[config.mk]
export PLATFORM = sky130hd
export DESIGN_NAME = mc_ctrl
export DESIGN_NICKNAME = d
export VERILOG_FILES = /design/src/rtl/mc_pkg.sv /design/src/rtl/mc_classify.sv /design/src/rtl/mc_ctrl.sv
export SDC_FILE = /design/constraint.sdc
export NUM_CORES = 1
export LEC_CHECK = 0
export CORE_AREA = 2 2 73 75
export DETAILED_ROUTE_END_ITERATION = 7
export DIE_AREA = 0 0 75 77
export PLACE_DENSITY_LB_ADDON = 0.25
export SETUP_SLACK_MARGIN = 0.4
export SYNTH_ARGS = -nofsm -noshare
export SYNTH_HDL_FRONTEND = slang
export SYNTH_SLANG_ARGS = --single-unit
export TNS_END_PERCENT = 100
[constraint.sdc]
create_clock -name clk -period 2.34 [get_ports clk]
set_input_delay 0.351 -clock clk [delete_from_list [all_inputs] [get_ports clk]]
set_output_delay 0.351 -clock clk [all_outputs]
set_load 0.02 [all_outputs]
[src/rtl/mc_pkg.sv]
// Shared types and decode constants for the multicycle controller.
package mc_pkg;

    localparam int unsigned XLEN    = 32;
    localparam int unsigned STATE_W = 3;
    localparam int unsigned OPC_W   = 6;
    localparam int unsigned CNT_W   = 32;

    // Controller states; encodings are visible on the debug port.
    typedef enum logic [STATE_W-1:0] {
        S_IDLE = 3'd0,
        S_IF   = 3'd1,
        S_ID   = 3'd2,
        S_EX   = 3'd3,
        S_MEM  = 3'd4,
        S_WB   = 3'd5,
        S_HALT = 3'd6
    } state_t;

    // Primary opcodes, instr[31:26].
    localparam logic [OPC_W-1:0] OP_ARI = 6'h00;
    localparam logic [OPC_W-1:0] OP_LUI = 6'h05;
    localparam logic [OPC_W-1:0] OP_MEM = 6'h0A;
    localparam logic [OPC_W-1:0] OP_BNE = 6'h17;

    // Sub-opcodes below the primary opcode.
    localparam logic [10:0] SUB_ADD_W   = 11'h020;  // instr[25:15]
    localparam logic [3:0]  SUB_ADDI_W  = 4'hA;     // instr[25:22]
    localparam logic        SUB_LU12I_W = 1'b0;     // instr[25]
    localparam logic [3:0]  SUB_LD_W    = 4'h2;     // instr[25:22]
    localparam logic [3:0]  SUB_ST_W    = 4'h6;     // instr[25:22]

    // Per-cycle datapath control strobes produced by the FSM.
    typedef struct packed {
        logic mem_req;
        logic mem_we;
        logic ir_we;
        logic ab_we;
        logic alu_out_we;
        logic mdr_we;
        logic rf_we;
        logic pc_we;
        logic pc_sel;
        logic retire;
    } ctl_t;

    // Primary opcode field of an instruction word.
    function automatic logic [OPC_W-1:0] opcode(input logic [XLEN-1:0] w);
        return w[31:26];
    endfunction

endpackage

[src/rtl/mc_classify.sv]
// Combinational instruction classifier for the supported subset.
module mc_classify
    import mc_pkg::*;
(
    input  logic [XLEN-1:0] instr,
    output logic            legal,
    output logic            is_ld,
    output logic            is_st,
    output logic            is_br,
    output logic            is_wb
);

    logic [OPC_W-1:0] op;
    logic             is_add;
    logic             is_addi;
    logic             is_lui;
    logic             unused_low;

    assign op         = opcode(instr);
    // Register/immediate fields play no part in sequencing.
    assign unused_low = ^instr[14:0];

    // Match each supported encoding and derive the class flags.
    always_comb begin
        is_add  = (op == OP_ARI) && (instr[25:15] == SUB_ADD_W);
        is_addi = (op == OP_ARI) && (instr[25:22] == SUB_ADDI_W);
        is_lui  = (op == OP_LUI) && (instr[25]    == SUB_LU12I_W);
        is_ld   = (op == OP_MEM) && (instr[25:22] == SUB_LD_W);
        is_st   = (op == OP_MEM) && (instr[25:22] == SUB_ST_W);
        is_br   = (op == OP_BNE);
        is_wb   = is_add || is_addi || is_lui || is_ld;
        legal   = is_wb || is_st || is_br;
    end

endmodule

[src/rtl/mc_ctrl.sv]
// Multicycle CPU control FSM with retire counter and sticky illegal flag.
module mc_ctrl
    import mc_pkg::*;
(
    input  logic               clk,
    input  logic               rst,
    input  logic               run,
    input  logic [XLEN-1:0]    instr,
    input  logic               br_taken,
    input  logic               mem_ack,
    output logic               mem_req,
    output logic               mem_we,
    output logic               ir_we,
    output logic               ab_we,
    output logic               alu_out_we,
    output logic               mdr_we,
    output logic               rf_we,
    output logic               pc_we,
    output logic               pc_sel,
    output logic [STATE_W-1:0] state_o,
    output logic               illegal,
    output logic               retire,
    output logic [CNT_W-1:0]   retired_cnt
);

    state_t state;
    state_t state_next;
    ctl_t   ctl;
    logic   legal;
    logic   is_ld;
    logic   is_st;
    logic   is_br;
    logic   is_wb;
    logic   set_illegal;
    logic   retire_now;

    mc_classify u_classify (
        .instr (instr),
        .legal (legal),
        .is_ld (is_ld),
        .is_st (is_st),
        .is_br (is_br),
        .is_wb (is_wb)
    );

    // State register.
    always_ff @(posedge clk) begin
        if (rst) begin
            state <= S_IDLE;
        end else begin
            state <= state_next;
        end
    end

    // Sticky illegal-instruction flag, cleared only by reset.
    always_ff @(posedge clk) begin
        if (rst) begin
            illegal <= 1'b0;
        end else if (set_illegal) begin
            illegal <= 1'b1;
        end
    end

    // Retired-instruction counter, wraps naturally.
    always_ff @(posedge clk) begin
        if (rst) begin
            retired_cnt <= '0;
        end else if (ctl.retire) begin
            retired_cnt <= retired_cnt + CNT_W'(1);
        end
    end

    // Next-state and control strobes; PC only moves in the retiring cycle.
    always_comb begin
        state_next  = state;
        ctl         = '0;
        set_illegal = 1'b0;
        retire_now  = 1'b0;

        case (state)
            S_IDLE: begin
                if (run) begin
                    state_next = S_IF;
                end
            end
            S_IF: begin
                ctl.mem_req = 1'b1;
                if (mem_ack) begin
                    ctl.ir_we  = 1'b1;
                    state_next = S_ID;
                end
            end
            S_ID: begin
                ctl.ab_we = 1'b1;
                if (legal) begin
                    state_next = S_EX;
                end else begin
                    state_next  = S_HALT;
                    set_illegal = 1'b1;
                end
            end
            S_EX: begin
                ctl.alu_out_we = 1'b1;
                if (is_br) begin
                    retire_now = 1'b1;
                    ctl.pc_sel = br_taken;
                end else if (is_ld || is_st) begin
                    state_next = S_MEM;
                end else if (is_wb) begin
                    state_next = S_WB;
                end else begin
                    // Instruction word changed after decode; park safely.
                    state_next = S_HALT;
                end
            end
            S_MEM: begin
                ctl.mem_req = 1'b1;
                ctl.mem_we  = is_st;
                if (mem_ack) begin
                    if (is_ld) begin
                        ctl.mdr_we = 1'b1;
                        state_next = S_WB;
                    end else begin
                        retire_now = 1'b1;
                    end
                end
            end
            S_WB: begin
                ctl.rf_we  = 1'b1;
                retire_now = 1'b1;
            end
            S_HALT: begin
                state_next = S_HALT;
            end
            default: begin
                state_next = S_IDLE;
            end
        endcase

        // run is only consulted at the instruction boundary.
        if (retire_now) begin
            ctl.pc_we  = 1'b1;
            ctl.retire = 1'b1;
            state_next = run ? S_IF : S_IDLE;
        end

        // Reset silences every strobe in the same cycle.
        if (rst) begin
            ctl         = '0;
            set_illegal = 1'b0;
            state_next  = S_IDLE;
        end
    end

    assign mem_req    = ctl.mem_req;
    assign mem_we     = ctl.mem_we;
    assign ir_we      = ctl.ir_we;
    assign ab_we      = ctl.ab_we;
    assign alu_out_we = ctl.alu_out_we;
    assign mdr_we     = ctl.mdr_we;
    assign rf_we      = ctl.rf_we;
    assign pc_we      = ctl.pc_we;
    assign pc_sel     = ctl.pc_sel;
    assign retire     = ctl.retire;
    assign state_o    = STATE_W'(state);

endmodule

# --- After elaboration in Yosys (flattened, before gate mapping) ---
# Index checks and enable logic that the tools add are counted.
totals:
  reg_bits: 36
  in_bits: 37
  out_inout_bits: 46
  wordCells: 71
classes:
  add_sub_neg: 1
  eq_ne: 19
  mux: 32
  n_bitwise: 1
  n_reduce_logical: 15
op_table:
  columns: ["op", "n"]
  rows:
  - ["$add 32x1->32 const B", 1]
  - ["$mux 3", 8]
  - ["$pmux 3 s7", 1]
  - ["$mux 1", 20]
  - ["$ne 3x3->1 const B", 5]
  - ["$eq 11x6->1 const B", 1]
  - ["$mux 10", 1]
  - ["$eq 3x3->1 const B", 3]
  - ["$eq 3x2->1 const B", 2]
  - ["$eq 6x3->1 const B", 1]
  - ["$eq 6x4->1 const B", 1]
  - ["$eq 6x5->1 const B", 1]
  - ["$logic_not 6->1", 1]
  - ["$logic_or 1x1->1", 6]
  - ["$reduce_and 6->1", 1]
  - ["$logic_and 1x1->1", 5]
  - ["$eq 4x2->1 const B", 1]
  - ["$eq 4x3->1 const B", 1]
  - ["$eq 4x4->1 const B", 1]
  - ["$eq 3x1->1 const B", 1]
  - ["$logic_not 3->1", 1]
  - ["$pmux 1 s3", 1]
  - ["$mux 2", 1]
  - ["$ne 2x2->1 const B", 1]
  - ["other kinds (2)", 2]

# --- Longest topological paths before layout ---
# Gate-level depths: netlist of the first run.
depth:
  ltp_word: 10
  mapped_depth: 7
  ltp_nobuf: 7

# --- By module ---
# A second synthesis of the first run with hierarchy kept.
hier_totals:
  hier_cells: 269
  area_unflattened_um2: 2259.7
by_module_without_submodules:
  columns: ["mod", "instances", "cells_each", "area_per_inst_um2", "seq_area_each_um2"]
  rows:
  - ["mc_ctrl", 1, 249, 2135.8, 720.7]
  - ["mc_classify", 1, 20, 123.9, 0.0]

# --- Worst setup path after synthesis of the first run ---
# Ideal clock, no wire load.
synth_timing:
  kind: "input-to-output"
  from: "input port instr[28]"
  to: "output port mem_we"
  arrival_ns: 1.997
  required_time_ns: 1.989
  setup_slack_ns: -0.008
  stages: 3
  n_path_buf: 0
  cell_sequence: "or4_1 -> or2_2 -> nor4b_1"
synth_via:
  elab_chain_cells: 4
synth_lines:
  columns: ["item", "line", "rtl"]
  rows:
  - ["from (decl)", "mc_ctrl.sv:8", "input logic [XLEN-1:0] instr,"]
  - ["$eq 6x4->1", "mc_classify.sv:29", "is_st = (op == OP_MEM) && (instr[25:22] == SUB_ST_W);"]
  - ["$logic_and 1x1->1", "mc_classify.sv:29", null]
  - ["$mux 1", "mc_ctrl.sv:80", "case (state)"]
  - ["$mux 10", "mc_ctrl.sv:148", "if (rst) begin"]
  - ["to (decl)", "mc_ctrl.sv:12", "output logic mem_we,"]
# Every way passes these cells.

# --- Final worst setup path of the first run ---
layout_timing:
  from: "input port instr[22]"
  to: "register retired_cnt[14]"
layout_via:
  elab_chain_cells: 7
layout_lines:
  columns: ["item", "line", "rtl"]
  rows:
  - ["$eq 4x2->1", "mc_classify.sv:28", "is_ld = (op == OP_MEM) && (instr[25:22] == SUB_LD_W);"]
  - ["$logic_and 1x1->1", "mc_classify.sv:28", null]
  - ["$mux 1", "mc_ctrl.sv:120", "if (is_ld) begin"]
  - ["$mux 1", "mc_ctrl.sv:119", "if (mem_ack) begin"]
  - ["$pmux 1 s3", "mc_ctrl.sv:80", null]
  - ["$mux 1", "mc_ctrl.sv:141", "if (retire_now) begin"]
  - ["$mux 10", "mc_ctrl.sv:148", null]
  - ["to (signal assigned)", "mc_ctrl.sv:69", "retired_cnt <= retired_cnt + CNT_W'(1);"]
  - ["to (decl)", "mc_ctrl.sv:23", "output logic [CNT_W-1:0] retired_cnt"]
# Every way passes these cells.
# A chain may end at the register's enable or synchronous reset.

==> key figures, run 1 <==
Outcome
  • Status: finished, final reports clean

Timing
  • Clock Skew: 5.67 ps
  • Min Tclk post-route: 2080 ps
  • Slew HR: 0.699
  • Sum of negative setup slack: 0 ps
  • Max Fclk: 481 MHz
  • Fin. max-slew vios: 0
  • Final Hold Fails: 0
  • Worst Tran Pin Value: 450 ps
  • Count of final setup violators: 0
  • Tcrit/Tclk final: 0.889
  • RSZ-0062 raised after global routing: true

Pwr
  • Reg power frac: 0.396
  • Gate power share: 0.336
  • Sw Ratio: 0.333
  • Lkg Pwr: 1.16 nW
  • Internal power: 1.10 mW
  • Pwr/cell area: 500 nW/µm²
  • Tot Pwr: 1.65 mW
  • Psw: 0.550 mW
  • Peak VDD IR: 0.000298 V
  • Clock Power Share: 0.269

Yosys
  • Number of synthesized register bits: 36
  • Avg Cell Area, Syn: 8.13 µm²
  • Dominant synthesized flop cell: dfxtp_1
  • Leading area contributor after synthesis: dfxtp_1
  • Mapped Cells: 254
  • Post-synth ARST share: 0
  • Synth top area share: 0.349
  • Seq/Total Area, Yosys: 0.349
  • Syn nets: 292
  • Post-synth EDFFs: 0
  • Ys Warns: 0
  • Mapped cell area: 2060 µm²
  • Synth unique cells: 45
  • Top post-synthesis cells by area: dfxtp_1 35%, xnor2_1 11%, nor2_1 6.4%, nor4_1 5.5%, nand2_1 3.8%

Cells and area
  • Final Util: 0.665
  • Register area: 722 µm²
  • Diode count: 0
  • Filler Cell Count: 386
  • Most frequent cells in the layout: 47 x clkdlybuf4s50_1, 35 x nor2_1, 35 x dfxtp_1
  • Area Overhead vs Synth: 60.4%
  • Fin cells: 422
  • Area of the multi-input gates: 1450 µm²
  • Nets@finish: 389
  • Commonest non-fill, non-tap cell in the layout: clkdlybuf4s50_1
  • Share of cells above drive strength 1: 0.287

Global route
  • Pin count of the biggest net entering global routing: 24
  • GRT Total Usage: 0.211
  • Antenna violations before repair: 0
  • Vias in the first global route: 2077
  • First-pass GRT wire length: 9580 µm
  • Grt ovf: 0

Min path
  • Min-delay worst type: flop to flop

Critical path
  • Critical path required time: 2530 ps
  • WP buf/inv: 2
  • Setup crit end kind: flop
  • Crit path max-delay family: simple AND/OR/NAND/NOR gates
  • Critical Path Max Stage Delay: 560 ps
  • Slowest CP cell: or4_4
  • Cells along the critical path: buf_6, or4_4, o41ai_4, a2bb2oi_2, buf_4, and4b_1, xnor2_1, nor2_1
  • Arrival time at the worst endpoint: 2270 ps
  • Crit Path Category: input pin to flop
  • Crit start category: input pin
  • Worst-path fanout max: 23

Floorplan
  • Io pins: 83
  • Die area: 5780 µm²
  • Placeable Area: 4980 µm²
  • Die Span Y: 77 µm
  • Num rows: 26
  • Initial core utilization: 0.415
  • DIE WIDTH: 75 µm

Routing
  • Drt drc: 0
  • Final ANT Viol Nets: 0
  • Total Routed Length: 5990 µm
  • Via count: 2230
  • First DRT Iteration DRCs: 130
  • Avg Vias per Cell: 5.28
  • WL per Instance: 14.2 µm
  • DR pass1 iterations: 4

Clock network
  • H-tree depth reported by CTS: 2
  • Clock Pin Slew Worst Setup and Hold Paths: 80 ps
  • Root Buffer: clkbuf_8
  • CTS tree: built
  • Hold_buf cts: 0
  • CTS Sinks: 36
  • Clock Path Buffers: 2
  • Worst-skew pair later-pin latency: 290 ps
  • TritonCTS buffer count: 5

Placement
  • RD Place Congestion: 0.853
  • Detailed Place HPWL: 4280 µm
  • Inst Count DP: 406
  • Port bufs: 67

Run
  • MaxCap Viol Count: 0
-- cell type report --
type / count / share of cell area
clock buffers: 5 / 0.0208
inverters: 7 / 0.00794
clock inverters: 3 / 0.00567
well taps: 70 / 0.0265
repair buffers: 104 / 0.283
flip-flops and latches: 36 / 0.218
multi-input cells: 197 / 0.438
-- stage by stage --
step / hold WS (ps) / area (µm²) / setup slack (ps)
2_1_floorplan: 540 / 2110 / 72.9
3_3_place_gp: 459 / 3020 / -486
3_5_place_dp: 489 / 3020 / -536
4_1_cts: 500 / 3220 / 135
5_1_grt: 550 / 3310 / 234
6_report: 488 / 3310 / 260
-- what timing repair did --
item | in CTS | in global routing
buffers inserted | 5 | 3
endpoints found under the setup margin | 46 | 46
resized for setup | 78 | 34
pin swaps | 18 | 15
-- worst paths after layout --
check	cells past startpoint	end	start	slack [ps]
max	8	retired_cnt[14]$_SDFFE_PP0P_	instr[22]	260
min	2	illegal$_SDFFE_PP0P_	illegal$_SDFFE_PP0P_	490
max reg2reg	7	retired_cnt[27]$_SDFFE_PP0P_	state_o[2]$_SDFFE_PP0P_	350
min reg2reg	2	illegal$_SDFFE_PP0P_	illegal$_SDFFE_PP0P_	490
-- logic make-up (layout without fill, tap and decap cells) --
kind of cell,Yosys count,in the layout,share of synthesized area
AO/OA/AOI/OAI,27,27,0.115
XOR/XNOR,30,30,0.127
adder cells (fa/ha/maj),1,1,0.00606
buffers and inverters,21,119,0.0473
flip-flops,36,36,0.349
AND/OR/NAND/NOR,139,139,0.355
-- layer usage --
metal  routed length, µm  GRT usage  share of wire
met5                   0          0              0
met4                  83     0.0714          0.014
met3                 350     0.0420          0.058
met2                2890      0.347           0.48
met1                2670      0.269           0.45
-- state kept, by name (all words and copies together), names as in the netlist --
| register | flops |
|---|---|
| retired_cnt | 32 |
| state_o | 3 |
| illegal | 1 |
-- Yosys cell counts, drive strengths merged (3+ instances only) --
library cell and number:
a21oi 8, and3 7, buf 5, clkbuf 9, dfxtp 36, inv 7, nand2 21, nand3 12
nand4 8, nor2 35, nor3 13, nor4 20, nor4b 4, o21ai 3, or2 3, or3 5
xnor2 27, xor2 3
-- power by group through the flow --
| stage | logic [mW] | registers, mW | clock network, mW |
|---|---|---|---|
| detailed placement | 0.491 | 0.667 | 0 |
| global placement | 0.480 | 0.667 | 0 |
| finish | 0.555 | 0.655 | 0.444 |
| CTS | 0.522 | 0.653 | 0.448 |
| floorplan | 0.256 | 0.694 | 0 |
| global route | 0.593 | 0.659 | 0.484 |
-- worst min-delay path: stages (launching register included) --
cell and delay [ps]:
dfxtp_1 310, inv_1 50, o21ai_0 80
(Power assumes the default switching activity.)
==> run 2: changes to the inputs <==
--- a/constraint.sdc
+++ b/constraint.sdc
@@ -3,2 +3,2 @@
 set_output_delay 0.351 -clock clk [all_outputs]
-set_load 0.02 [all_outputs]
+set_load 0.1 [all_outputs]
==> run 2 against run 1 <==
  * Clock power is essentially flat
  * Hold slack gained 11 ps
  * Sequential power is essentially flat
  * Cell count grew 2.4%
  * Register-to-register slack lost 170 ps
  * Routed wire length grew 19%
  * Cell area grew 20%
  * Maximum frequency shrank 9.1%
  * Non-clock buffer count grew 10
  * First-iteration DRC count shrank 25%
  * Critical endpoint is now retire
  * Highest routed layer unchanged
==> key figures, run 2 (same netlist as run 1, synthesis figures left out) <==
Timing
  • Final Hold Fails: 0 (unchanged)
  • Final hold slack: 499 ps (+11.1 ps)
  • Tcrit/Tclk final: 0.978 (+0.0895)
  • Max Fclk: 437 MHz (-9.1%)
  • Fin. max-slew vios: 0 (unchanged)
  • Slew HR: 0.525 (-0.174)
  • Clock Skew: 12.4 ps (+6.69 ps)
  • Count of final setup violators: 0 (unchanged)
  • RSZ-0062 raised after global routing: true
  • Worst Tran Pin Value: 711 ps (+261 ps)
  • Min Tclk post-route: 2290 ps (+209 ps)

Cells and area
  • Largest register FFs: 32 (unchanged)
  • Diode count: 0 (unchanged)
  • Share of cells above drive strength 1: 0.550 (+0.263)
  • Most frequent cells in the layout: 69 x buf_4, 33 x nor2_1, 25 x xnor2_1
  • Area Overhead vs Synth: 92.5%
  • Commonest non-fill, non-tap cell in the layout: buf_4
  • Nets@finish: 399 (+2.6%)
  • Most flops, register: retired_cnt
  • Cell area after layout: 3980 µm² (+20%)

Routing
  • Avg Vias per Cell: 5.45 (+3.1%)
  • First DRT Iteration DRCs: 97 (-25%)
  • Via count: 2353 (+5.5%)
  • DR pass1 iterations: 4 (unchanged)
  • WL per Instance: 16.5 µm (+17%)
  • Final ANT Viol Nets: 0 (unchanged)
  • Total Routed Length: 7150 µm (+19%)
  • Drt drc: 0 (unchanged)

Floorplan
  • Initial core utilization: 0.415 (unchanged)
  • Die Span Y: 77 µm (unchanged)
  • Placeable Area: 4980 µm² (unchanged)
  • Io pins: 83 (unchanged)
  • Die area: 5780 µm² (unchanged)
  • DIE WIDTH: 75 µm (unchanged)
  • Num rows: 26 (unchanged)

Clock network
  • TritonCTS buffer count: 5 (unchanged)
  • H-tree depth reported by CTS: 2 (unchanged)
  • Clock Pin Slew Worst Setup and Hold Paths: 70 ps (about the same)
  • Worst-skew pair later-pin latency: 300 ps (about the same)
  • CTS tree: built
  • CTS Sinks: 36 (unchanged)
  • Clock Path Buffers: 2 (unchanged)
  • Root Buffer: clkbuf_8

Critical path
  • Worst-path fanout max: 2 (-91%)
  • Crit Path Category: input pin to output pin
  • Setup crit end kind: output pin
  • Crit start category: input pin
  • Arrival time at the worst endpoint: 1940 ps (-330 ps)
  • Critical path required time: 1990 ps (-540 ps)
  • Slowest CP cell: or4_4
  • Critical Path Max Stage Delay: 550 ps (about the same)
  • Cells along the critical path: buf_6, or4_4, o41ai_4, a2bb2oi_2, buf_4, clkinvlp_4, buf_12

Min path
  • Min-delay worst type: input pin to flop

Global route
  • Vias in the first global route: 2372 (+14%)
  • Antenna violations before repair: 0 (unchanged)
  • Pin count of the biggest net entering global routing: 24 (unchanged)
  • GRT Total Usage: 0.251 (+0.0401)
  • Grt ovf: 0 (unchanged)
  • First-pass GRT wire length: 11300 µm (+18%)

Placement
  • Port bufs: 67 (unchanged)
  • Detailed Place HPWL: 4490 µm (+5.0%)
  • RD Place Congestion: 0.826 (-3.1%)
  • Placed instance area: 3340 µm² (+11%)

Pwr
  • Peak VDD IR: 0.000371 V (+25%)
  • Pwr/cell area: 521 nW/µm² (+4.2%)
  • Lkg Pwr: 1.77 nW (+52%)

Run
  • MaxCap Viol Count: 0 (unchanged)

Outcome
  • Status: finished, final reports clean
==> run 2: worst paths after layout <==
kind / startpoint / endpoint / slack, ps / depth (start not counted)
setup / recovery: instr[22] / retire / 50 / 7
hold / removal: rst / retired_cnt[16]$_SDFFE_PP0P_ / 500 / 3
setup reg to reg: state_o[2]$_SDFFE_PP0P_ / retired_cnt[18]$_SDFFE_PP0P_ / 180 / 10
hold reg to reg: illegal$_SDFFE_PP0P_ / illegal$_SDFFE_PP0P_ / 500 / 2
==> run 2: power by group <==
group	switching, mW	internal (mW)	total, mW
combinational	0.576	0.392	0.969
clock	0.240	0.208	0.447
sequential	0.0279	0.626	0.654
total	0.844	1.23	2.07
==> run 2: worst max-delay path: cells and delay by family <==
family | cells | cell delay (ps)
buffers and inverters | 4 | 560
and+or+nand+nor | 1 | 550
AOI/OAI and AO/OA | 2 | 490
==> run 2: per-layer routing <==
metal  part of all wire  vias up  track usage
met3              0.055       12       0.0381
met1               0.39     1127        0.326
met2               0.53       88        0.420
li1                   -     1126            -
met4              0.021        0       0.0768
met5                  0        -            0
==> run 2: timing repair <==
| item | in CTS | in global routing |
|---|---|---|
| endpoints found under the hold margin | 0 | 0 |
| setup buffers | 7 | 8 |
| pin swaps | 32 | 42 |
| gates resized for setup | 65 | 29 |
| hold buffers | 0 | 0 |
| cloned | 1 | 0 |
| endpoints found under the setup margin | 42 | 38 |
==> run 2: stage by stage <==
step | setup slack [ps] | total power, mW | std cells | setup TNS [ps] | utilization
finish | 50.8 | 2.07 | 432 | 0 | 0.799
global route | 22.1 | 2.15 | 432 | 0 | 0.799
CTS | -81.8 | 1.97 | 424 | -162 | 0.760
detailed placement | -292 | 1.48 | 408 | -6670 | 0.671
global placement | -276 | 1.47 | 408 | -6090 | 0.671
floorplan | -437 | 1.30 | 254 | -1370 | -
==> run 2: cell type report <==
type | instances | area (µm²)
multi-input cells | 197 | 1810
repair buffers | 114 | 1150
fillers | 322 | 1000
flip-flops and latches | 36 | 805
well taps | 70 | 87.6
clock buffers | 5 | 68.8
inverters | 7 | 33.8
clock inverters | 3 | 18.8
